### src/rtl/neorv32_uart_boot_stub.sv
// neorv32_uart_boot_stub: UART0 boot console stand-in.
// Sends a fixed "\r\nNEORV32\r\n" banner after reset, then echoes every valid received byte.
module neorv32_uart_boot_stub #(
  parameter int unsigned CLOCK_FREQ = 100000000,
  parameter int unsigned BAUD_RATE  = 19200,
  parameter int unsigned FIFO_DEPTH = 4
) (
  input  logic clk_i,
  input  logic rstn_i,
  input  logic uart0_rxd_i,
  output logic uart0_txd_o
);

  localparam int unsigned BAUD_DIV  = CLOCK_FREQ / BAUD_RATE;
  localparam int unsigned HALF_DIV  = BAUD_DIV / 2;
  localparam int unsigned HALF_LOAD = (HALF_DIV > 0) ? HALF_DIV - 1 : 0;
  localparam int unsigned CNT_W     = (BAUD_DIV > 1) ? $clog2(BAUD_DIV) : 1;
  localparam int unsigned PTR_W     = $clog2(FIFO_DEPTH);
  localparam int unsigned FCNT_W    = PTR_W + 1;
  localparam int unsigned IDX_W     = 4;
  localparam int unsigned ROM_LAST  = 10;

  localparam logic [1:0] ST_WAIT   = 2'd0;
  localparam logic [1:0] ST_BANNER = 2'd1;
  localparam logic [1:0] ST_ECHO   = 2'd2;

  // Banner ROM: CR LF "NEORV32" CR LF
  function automatic logic [7:0] banner_byte(input logic [IDX_W-1:0] idx);
    case (idx)
      4'd0:    banner_byte = 8'h0D;
      4'd1:    banner_byte = 8'h0A;
      4'd2:    banner_byte = 8'h4E;
      4'd3:    banner_byte = 8'h45;
      4'd4:    banner_byte = 8'h4F;
      4'd5:    banner_byte = 8'h52;
      4'd6:    banner_byte = 8'h56;
      4'd7:    banner_byte = 8'h33;
      4'd8:    banner_byte = 8'h32;
      4'd9:    banner_byte = 8'h0D;
      default: banner_byte = 8'h0A;
    endcase
  endfunction

  logic [1:0]       state, state_nxt;
  logic [CNT_W-1:0] wait_cnt, wait_nxt;
  logic [IDX_W-1:0] idx, idx_nxt;
  logic             tx_load_c, pop_c, tx_ready_c;
  logic [7:0]       tx_byte_c;

  logic             tx_busy;
  logic [CNT_W-1:0] tx_cnt;
  logic [3:0]       tx_bits;
  logic [8:0]       tx_shift;

  logic             rx_s1, rx_s2, rx_h, rx_busy, rx_block;
  logic [CNT_W-1:0] rx_cnt;
  logic [3:0]       rx_bits;
  logic [7:0]       rx_shift;
  logic             push_c, wr_en_c;

  logic [7:0]        fifo_mem [FIFO_DEPTH];
  logic [PTR_W-1:0]  wr_ptr, rd_ptr;
  logic [FCNT_W-1:0] fifo_cnt;
  logic              fifo_empty_c, fifo_full_c;

  // TX can take a new byte when idle or on the last cycle of a stop bit (no gap between frames)
  assign tx_ready_c   = !tx_busy || ((tx_cnt == '0) && (tx_bits == '0));
  assign fifo_empty_c = (fifo_cnt == '0);
  assign fifo_full_c  = (fifo_cnt == FCNT_W'(FIFO_DEPTH));
  assign push_c       = rx_busy && (rx_cnt == '0) && (rx_bits == 4'd9) && rx_s2;
  assign wr_en_c      = push_c && (!fifo_full_c || pop_c);

  // Boot FSM state register
  always_ff @(posedge clk_i or negedge rstn_i) begin
    if (!rstn_i) begin
      state    <= ST_WAIT;
      wait_cnt <= '0;
      idx      <= '0;
    end else begin
      state    <= state_nxt;
      wait_cnt <= wait_nxt;
      idx      <= idx_nxt;
    end
  end

  // Boot FSM next state: idle gap, banner bytes, then FIFO echo
  always_comb begin
    state_nxt = state;
    wait_nxt  = wait_cnt;
    idx_nxt   = idx;
    tx_load_c = 1'b0;
    tx_byte_c = 8'h00;
    pop_c     = 1'b0;
    case (state)
      ST_WAIT: begin
        if (wait_cnt == CNT_W'(BAUD_DIV - 1)) state_nxt = ST_BANNER;
        else wait_nxt = wait_cnt + CNT_W'(1);
      end
      ST_BANNER: begin
        if (tx_ready_c) begin
          tx_load_c = 1'b1;
          tx_byte_c = banner_byte(idx);
          if (idx == IDX_W'(ROM_LAST)) state_nxt = ST_ECHO;
          else idx_nxt = idx + IDX_W'(1);
        end
      end
      ST_ECHO: begin
        if (tx_ready_c && !fifo_empty_c) begin
          tx_load_c = 1'b1;
          tx_byte_c = fifo_mem[rd_ptr];
          pop_c     = 1'b1;
        end
      end
      default: state_nxt = ST_WAIT;
    endcase
  end

  // 8N1 transmitter; start bit is driven on the load edge
  always_ff @(posedge clk_i or negedge rstn_i) begin
    if (!rstn_i) begin
      uart0_txd_o <= 1'b1;
      tx_busy     <= 1'b0;
      tx_cnt      <= '0;
      tx_bits     <= '0;
      tx_shift    <= '1;
    end else if (tx_load_c) begin
      uart0_txd_o <= 1'b0;
      tx_busy     <= 1'b1;
      tx_cnt      <= CNT_W'(BAUD_DIV - 1);
      tx_bits     <= 4'd9;
      tx_shift    <= {1'b1, tx_byte_c};
    end else if (tx_busy) begin
      if (tx_cnt != '0) begin
        tx_cnt <= tx_cnt - CNT_W'(1);
      end else if (tx_bits == '0) begin
        tx_busy <= 1'b0;
      end else begin
        uart0_txd_o <= tx_shift[0];
        tx_shift    <= {1'b1, tx_shift[8:1]};
        tx_bits     <= tx_bits - 4'd1;
        tx_cnt      <= CNT_W'(BAUD_DIV - 1);
      end
    end
  end

  // Receiver: synchronizer, mid-bit sampling, false-start and framing-error rejection
  always_ff @(posedge clk_i or negedge rstn_i) begin
    if (!rstn_i) begin
      rx_s1    <= 1'b1;
      rx_s2    <= 1'b1;
      rx_h     <= 1'b1;
      rx_busy  <= 1'b0;
      rx_block <= 1'b0;
      rx_cnt   <= '0;
      rx_bits  <= '0;
      rx_shift <= '0;
    end else begin
      rx_s1 <= uart0_rxd_i;
      rx_s2 <= rx_s1;
      rx_h  <= rx_s2;
      if (!rx_busy) begin
        if (rx_block) begin
          if (rx_s2) rx_block <= 1'b0;
        end else if (rx_h && !rx_s2) begin
          rx_busy <= 1'b1;
          rx_cnt  <= CNT_W'(HALF_LOAD);
          rx_bits <= '0;
        end
      end else if (rx_cnt != '0) begin
        rx_cnt <= rx_cnt - CNT_W'(1);
      end else begin
        rx_cnt <= CNT_W'(BAUD_DIV - 1);
        if (rx_bits == '0) begin
          if (rx_s2) rx_busy <= 1'b0;
          else rx_bits <= 4'd1;
        end else if (rx_bits == 4'd9) begin
          rx_busy <= 1'b0;
          if (!rx_s2) rx_block <= 1'b1;
        end else begin
          rx_shift <= {rx_s2, rx_shift[7:1]};
          rx_bits  <= rx_bits + 4'd1;
        end
      end
    end
  end

  // Echo FIFO; a push while full is only accepted together with a pop
  always_ff @(posedge clk_i or negedge rstn_i) begin
    if (!rstn_i) begin
      wr_ptr   <= '0;
      rd_ptr   <= '0;
      fifo_cnt <= '0;
      for (int i = 0; i < int'(FIFO_DEPTH); i++) fifo_mem[i] <= '0;
    end else begin
      if (wr_en_c) begin
        fifo_mem[wr_ptr] <= rx_shift;
        wr_ptr           <= wr_ptr + PTR_W'(1);
      end
      if (pop_c) rd_ptr <= rd_ptr + PTR_W'(1);
      case ({wr_en_c, pop_c})
        2'b10:   fifo_cnt <= fifo_cnt + FCNT_W'(1);
        2'b01:   fifo_cnt <= fifo_cnt - FCNT_W'(1);
        default: fifo_cnt <= fifo_cnt;
      endcase
    end
  end

endmodule

### config.mk
export PLATFORM = sky130hd
export DESIGN_NAME = neorv32_uart_boot_stub
export DESIGN_NICKNAME = d
export VERILOG_FILES = /design/src/rtl/neorv32_uart_boot_stub.sv
export SDC_FILE = /design/constraint.sdc
export NUM_CORES = 1
export LEC_CHECK = 0
export CAP_MARGIN = 20
export CORE_MARGIN = 1.5
export CORE_UTILIZATION = 45
export CTS_BUF_LIST = sky130_fd_sc_hd__clkbuf_8
export DETAILED_ROUTE_END_ITERATION = 10
export GPL_TIMING_DRIVEN = 1
export PLACE_DENSITY_LB_ADDON = 0.2
export REMOVE_ABC_BUFFERS = 1
export SYNTH_ARGS = -nofsm -noshare
export SYNTH_HDL_FRONTEND = slang
export SYNTH_SLANG_ARGS = --single-unit
### constraint.sdc
create_clock -name clk_i -period 5 [get_ports clk_i]
set_clock_uncertainty 0.05 [all_clocks]
set_input_delay 1 -clock clk_i [delete_from_list [all_inputs] [get_ports clk_i]]
set_output_delay 1 -clock clk_i [all_outputs]
set_load 0.01 [all_outputs]
==> results of run 1 <==
[area by class of cell]
| type | count | area [µm²] |
|---|---|---|
| timing repair buffer | 6 | 70.07 |
| fill | 1162 | 6217 |
| sequential | 115 | 2893 |
| clock buffer | 19 | 261.5 |
| inverter | 26 | 97.59 |
| multi-input combinational | 377 | 2920 |
| tap | 172 | 215.2 |
| clock inverter | 13 | 150.1 |
[state kept, by name, indices dropped and copies added (netlist names), 3 cells and up]
signal / cells
tx_bits: 4
fifo_cnt: 3
rx_shift: 8
tx_cnt: 13
tx_shift: 8
rx_cnt: 13
rx_bits: 4
idx: 4
wait_cnt: 13
fifo_mem: 32
[logic make-up after synthesis]
| kind of cell | synth area share |
|---|---|
| and+or+nand+nor | 0.1495 |
| DFF | 0.4827 |
| AOI/OAI and AO/OA | 0.1152 |
| muxes | 0.1338 |
| buffers and inverters | 0.03006 |
| xor gates and xnor gates | 0.03946 |
| adders and majority gates | 0.04927 |
[cell usage in the layout, fill, tap and decap left out, types with 5 or more instances in the layout]
cell,instances
a21oi_1,17
a22o_1,7
and3_1,6
clkbuf_8,19
clkinvlp_4,5
dfrtp_1,103
dfstp_2,12
ha_1,22
inv_1,26
mux2_2,38
mux2i_1,13
mux4_2,8
nand2_1,56
nand3_1,14
nor2_1,31
nor3_1,9
nor4_1,6
o21ai_0,27
or4_1,6
xnor2_1,23
[layer usage]
layer	part of all wire	global-route usage	vias to the layer above
met5	0	0	-
met4	0.013	0.06551	0
met3	0.030	0.05116	14
met2	0.48	0.2896	45
met1	0.48	0.2321	2030
li1	-	-	1968
[report_power, final]
group / leakage, nW / total [mW] / switching [mW] / internal, mW
logic: 1.29 / 0.209 / 0.117 / 0.0926
registers: 1.52 / 1.06 / 0.0704 / 0.988
clock network: 0.192 / 0.884 / 0.409 / 0.475
[worst max-delay path, cell delays in order (launching register included)]
cell      delay, ps
dfrtp_1         390
inv_1           100
ha_1            170
or3b_1          470
o41ai_2         430
and2_1          250
nand2_1         110
fa_1            420
a2111o_1        320
and3_1          180
a211o_1         220
[how the worst max path moves through the flow]
stage / startpoint / to / slack (ps) / cells past startpoint
after floorplan: tx_bits[0]$_DFFE_PN0P_ / fifo_cnt[2]$_DFFE_PN0P_ / 1560 / 10
after global placement: tx_bits[0]$_DFFE_PN0P_ / fifo_cnt[2]$_DFFE_PN0P_ / 1880 / 10
after detailed placement: tx_cnt[0]$_DFFE_PN0P_ / fifo_cnt[2]$_DFFE_PN0P_ / 1820 / 10
after CTS: tx_cnt[0]$_DFFE_PN0P_ / fifo_cnt[2]$_DFFE_PN0P_ / 1790 / 10
after global routing: tx_cnt[0]$_DFFE_PN0P_ / fifo_cnt[2]$_DFFE_PN0P_ / 1600 / 10
final: tx_cnt[0]$_DFFE_PN0P_ / fifo_cnt[2]$_DFFE_PN0P_ / 1790 / 10
==> metrics.md, run 1 <==
| Metric | Value |
|---|---|
| Status | `finished, final reports clean` |
| Drt pass-1 iters | `4` |
| Design area | `6608 µm²` |
| Yosys reg bits | `115` |
| Max-cap check violation count | `0` |
| P&R area growth vs syn | `10.25%` |
| Period minus WS final | `3206 ps` |
| Placed Cells | `695` |
| Reg clk slew, reported paths | `70 ps` |
| Vias per std cell | `5.573` |
| Dominant cell type by area after synthesis | `dfrtp_1` |
| Place WS | `1817 ps` |
| Netlist cell types | `70` |
| Endpoint type of the worst setup path | `flop` |
| Via count | `4057` |
| Final period util | `0.6412` |
| RSZ-0062 raised after global routing | `false` |
| Crit path DAT | `3480 ps` |
| Final nets | `569` |
| Starting Density | `0.4673` |
| Ys Warns | `0` |
| DP HPWL | `7677 µm` |
| WL per Instance | `15.76 µm` |
| Worst Hold Launch | `rx_s1$_DFF_PN1_` |
| Most frequent cell after synthesis | `dfrtp_1` |
| Util after Layout | `0.5152` |
| Total gr overflow | `0` |
| Hold_ws | `308.9 ps` |
| CTS Sinks | `115` |
| Fmax | `0.3119 GHz` |
| Worst reg2reg path depth | `10` |
| Hold Path Sink | `rx_s2$_DFF_PN1_` |
| # Post-CTS Setup Buffers | `0` |
| DRC Markers | `0` |
| Max-slew violations | `0` |
| Clk_lat worst skew | `440 ps` |
| Antenna diode count | `0` |
| Port Buf Inserts | `3` |
| Post-route ant nets | `0` |
| Post-Layout Cell Count | `728` |
| Asr flop ratio synth | `1.000` |
| Slew of the pin with the lowest slew margin | `1046 ps` |
| Initial drt markers | `234` |
| H-Tree Level Count | `4` |
| Post-synthesis instance area | `5993 µm²` |
| # IOs | `4` |
| Sequential area share after synthesis | `0.4827` |
| Final hold viol count | `0` |
| Synth area leaders | `dfrtp_1, mux2_2, dfstp_2` |
| Hold WC Path Type | `flop to flop` |
| Cts bufs inserted | `17` |
| Worst-path maximum fanout | `6` |
| Total track usage | `0.1800` |
| Required @ worst endpoint | `5270 ps` |
| Rel. slew slack | `0.3001` |
| Core Region | `12820 µm²` |
| Clk buf depth | `2` |
| Setup CP Type | `flop to flop` |
| Hold Crit Depth | `0` |
| Routability cong. | `0.8246` |
| Final setup violation count | `0` |
| Die Y | `118.4 µm` |
| VDD IR max | `221.2 µV` |
| Leak pwr | `2.999 nW` |
| R2r endpoint | `fifo_cnt[2]$_DFFE_PN0P_` |
| First-pass GRT wire length | `20060 µm` |
| Main synth FF type | `dfrtp_1` |
| Synth cell count leaders | `dfrtp_1, nand2_1, mux2_2` |
| Mapped Avg Cell Area | `11.16 µm²` |
| Register-to-register setup slack | `1790 ps` |
| Final worst slack | `1794 ps` |
| Vias in the first global route | `4057` |
| Largest net degree at the start of global routing | `78` |
| Drt total wl | `11480 µm` |
| Share of post-route cells with drive strength above 1 | `0.1960` |
| Post-CTS Resized | `0` |
| CTS tree | `built` |
| Yosys top cell area share | `0.4301` |
| Die area | `14020 µm²` |
| Pwr Total | `2.152 mW` |
| Hold_buf cts | `0` |
| Mapped Cells | `537` |
| Chip Width | `118.4 µm` |
| CP Launch Type | `flop` |
| Rows | `41` |
| Final TNS setup | `0 ps` |
| Pwr dens | `325.7 nW/µm²` |
| Number of flops mapped to enable cells by yosys | `0` |
| CTS root buffer | `clkbuf_8` |
| Initial antenna violation count | `0` |
| DP Area | `6168 µm²` |
| FF-to-FF Start | `tx_cnt[0]$_DFFE_PN0P_` |
Power figures use the tool's default switching activity.
==> run 2, diff against run 1 <==
==> constraint.sdc (replaced) <==
create_clock -name clk_i -period 2.9 [get_ports clk_i]
set_clock_uncertainty 0.05 [all_clocks]
set_input_delay 0.58 -clock clk_i [delete_from_list [all_inputs] [get_ports clk_i]]
set_output_delay 0.58 -clock clk_i [all_outputs]
set_load 0.01 [all_outputs]
==> run 2 against run 1 <==
  * The run now ends with negative setup slack left
  * Highest routed layer unchanged
  * Sequential share of layout area decreased by 1.8 points
  * Maximum frequency increased by 9.4%
  * Final cell count increased by 4.8%
  * Register-to-register slack got worse by 1800 ps
  * Power increased by 71%
  * Die area unchanged
  * Non-clock buffer count increased by 36
  * Largest power group unchanged
  * Via count increased by 3.7%
  * Worst setup slack got worse by 1800 ps
  * Clock power increased by 67%
  * Core utilization increased by 2.3 points
==> metrics.md, run 2 (same netlist as run 1, synthesis figures left out) <==
| Metric | Value |
|---|---|
| Max-slew violations | `0 (unchanged)` |
| Antenna diode count | `0 (unchanged)` |
| P&R area growth vs syn | `15.09% (was 10.25%)` |
| Worst Hold Launch | `rx_s1$_DFF_PN1_ (unchanged)` |
| Highest routed layer | `met4 (unchanged)` |
| Drt total wl | `12080 µm (was 11480 µm)` |
| Vias in the first global route | `4343 (was 4057)` |
| Total gr overflow | `0 (unchanged)` |
| Required @ worst endpoint | `3180 ps (was 5270 ps)` |
| Slew of the pin with the lowest slew margin | `722.0 ps (was 1046 ps)` |
| Crit path max-delay family | `compound AO/OA/AOI/OAI gates (was simple AND/OR/NAND/NOR gates)` |
| Post-Route M1 WL | `5629 µm (was 5466 µm)` |
| Pwr Total | `3.680 mW (was 2.152 mW)` |
| Final worst slack | `-30.42 ps (was 1794 ps)` |
| Chip Width | `118.4 µm (unchanged)` |
| Endpoint type of the worst setup path | `flop (unchanged)` |
| Rel. slew slack | `0.5154 (was 0.3001)` |
| Largest net degree at the start of global routing | `76 (was 78)` |
| Register with the most flip-flops | `fifo_mem (unchanged)` |
| Critical path launch point | `tx_cnt[1]$_DFFE_PN0P_ (was tx_cnt[0]$_DFFE_PN0P_)` |
| Via count | `4208 (was 4057)` |
| Die area | `14020 µm² (unchanged)` |
| Final setup violation count | `1 (was 0)` |
| Crit path largest cell delay | `390 ps (was 470 ps)` |
| Buf/Inv on CP | `1 (unchanged)` |
| FF-to-FF Start | `tx_cnt[1]$_DFFE_PN0P_ (was tx_cnt[0]$_DFFE_PN0P_)` |
| Max-cap check violation count | `0 (unchanged)` |
| Clk buf depth | `2 (unchanged)` |
| Starting Density | `0.4673 (unchanged)` |
| CP Launch Type | `flop (unchanged)` |
| First-pass GRT wire length | `21100 µm (was 20060 µm)` |
| Final nets | `605 (was 569)` |
| Period minus WS final | `2930 ps (was 3206 ps)` |
| Pwr dens | `533.5 nW/µm² (was 325.7 nW/µm²)` |
| Share of post-route cells with drive strength above 1 | `0.2538 (was 0.1960)` |
| Final period util | `1.010 (was 0.6412)` |
| Initial drt markers | `187 (was 234)` |
| Placed Cells | `728 (was 695)` |
| Drt pass-1 iters | `4 (unchanged)` |
| Total track usage | `0.1894 (was 0.1800)` |
| Util after Layout | `0.5379 (was 0.5152)` |
| VDD IR max | `311.1 µV (was 221.2 µV)` |
| Design area | `6898 µm² (was 6608 µm²)` |
| Rows | `41 (unchanged)` |
| Met2 wire len | `5935 µm (was 5515 µm)` |
| Final hold viol count | `0 (unchanged)` |
| Port Buf Inserts | `3 (unchanged)` |
| Hold WC Path Type | `flop to flop (unchanged)` |
| Post-Layout Cell Count | `763 (was 728)` |
| Most common cell after layout, fill and taps aside | `dfrtp_1 (unchanged)` |
| Status | `complete, but fails checks (was finished, final reports clean)` |
| Core Region | `12820 µm² (unchanged)` |
| Largest register FFs | `32 (unchanged)` |
| CTS root buffer | `clkbuf_8 (unchanged)` |
| Cts bufs inserted | `17 (unchanged)` |
| CTS Sinks | `115 (unchanged)` |
| DP HPWL | `8260 µm (was 7677 µm)` |
| Die Y | `118.4 µm (unchanged)` |
| Worst-path maximum fanout | `3 (was 6)` |
| Initial antenna violation count | `0 (unchanged)` |
| CTS tree | `built (unchanged)` |
| Fill cells | `1155 (was 1162)` |
| Clk_lat worst skew | `440 ps (about the same)` |
| Crit path DAT | `3210 ps (was 3480 ps)` |
| RSZ-0062 raised after global routing | `true (was false)` |
| Setup CP Type | `flop to flop (unchanged)` |
| Routability cong. | `0.7813 (was 0.8246)` |
| DRC Markers | `0 (unchanged)` |
| WL per Instance | `15.83 µm (was 15.76 µm)` |
| Failing checks | `negative setup slack` |
| Leak pwr | `3.190 nW (was 2.999 nW)` |
| Reg clk slew, reported paths | `70 ps (about the same)` |
| Fmax | `0.3412 GHz (was 0.3119 GHz)` |
| Slowest stage cell, crit path | `or3b_4 (was or3b_1)` |
| Vias per std cell | `5.515 (was 5.573)` |
| Cell Chain, Critical Path | `inv_1 -> ha_4 -> or3b_4 -> o41ai_4 -> and2_4 -> nand2_4 -> fa_2 -> a2111o_1 -> and3_1 -> a211o_1 (was inv_1 -> ha_1 -> or3b_1 -> o41ai_2 -> and2_1 -> nand2_1 -> fa_1 -> a2111o_1 -> and3_1 -> a211o_1)` |
| Met3 wire len | `309 µm (was 345 µm)` |
| H-Tree Level Count | `4 (unchanged)` |
| DP Area | `6429 µm² (was 6168 µm²)` |
| Most frequent cells in the layout | `dfrtp_1, nand2_1, mux2_2, buf_4, nor2_1 (was dfrtp_1, nand2_1, mux2_2, nor2_1, o21ai_0)` |
| Post-route ant nets | `0 (unchanged)` |
| # IOs | `4 (unchanged)` |
| Hold_ws | `306.6 ps (was 308.9 ps)` |
## run 2: power breakdown
group          total (mW)  internal [mW]  switching (mW)
combinational       0.370          0.168           0.202
clock                1.48          0.804           0.677
sequential           1.83           1.70           0.126
## run 2: area by class of cell
type | count | area (µm²) | share of cell area
clock buffers | 19 | 261.5 | 0.03791
clock inverters | 12 | 131.4 | 0.01905
inverters | 26 | 97.59 | 0.01415
multi-input cells | 377 | 2964 | 0.4297
flip-flops and latches | 115 | 2893 | 0.4194
well taps | 172 | 215.2 | 0.03120
repair buffers | 42 | 335.3 | 0.04861
## run 2: metal layers
metal	up-vias	GRT usage
met4	0	0.07530
met5	-	0
met2	49	0.3114
li1	2029	-
met1	2113	0.2421
met3	17	0.04392
## run 2: worst paths after layout
check | end | slack [ps] | cells after the start
setup / recovery | fifo_cnt[2]$_DFFE_PN0P_ | -30 | 10
hold / removal | rx_s2$_DFF_PN1_ | 310 | 0
setup reg to reg | fifo_cnt[2]$_DFFE_PN0P_ | -30 | 10
hold reg to reg | rx_s2$_DFF_PN1_ | 310 | 0
max in group asynchronous | tx_shift[2]$_DFFE_PN1P_ | 1690 | 3
min in group asynchronous | wait_cnt[11]$_DFFE_PN0P_ | 430 | 2
## run 2: worst register-to-register path: cells and delay by family, from the launching register on
family / cells / cell delay, ps
compound gates: 3 / 950
simple gates: 4 / 850
fa+ha+maj: 2 / 510
flops: 1 / 370
buf+inv: 1 / 90
## run 2: repair_timing
action	CTS	global route
gates resized for setup	4	7
hold buffers	1	0
setup buffers	2	1
setup endpoints to repair	1	28
hold endpoints to repair	1	0
pin swaps	2	5
## run 2: per-stage QoR
stage               setup TNS (ps)  worst slack, ps
finish                      -30.42           -30.42
global route                -178.5           -178.5
CTS                         -126.5           -126.5
detailed placement          -223.9           -223.9
global placement            -140.3           -140.3
floorplan                   -535.5           -535.5
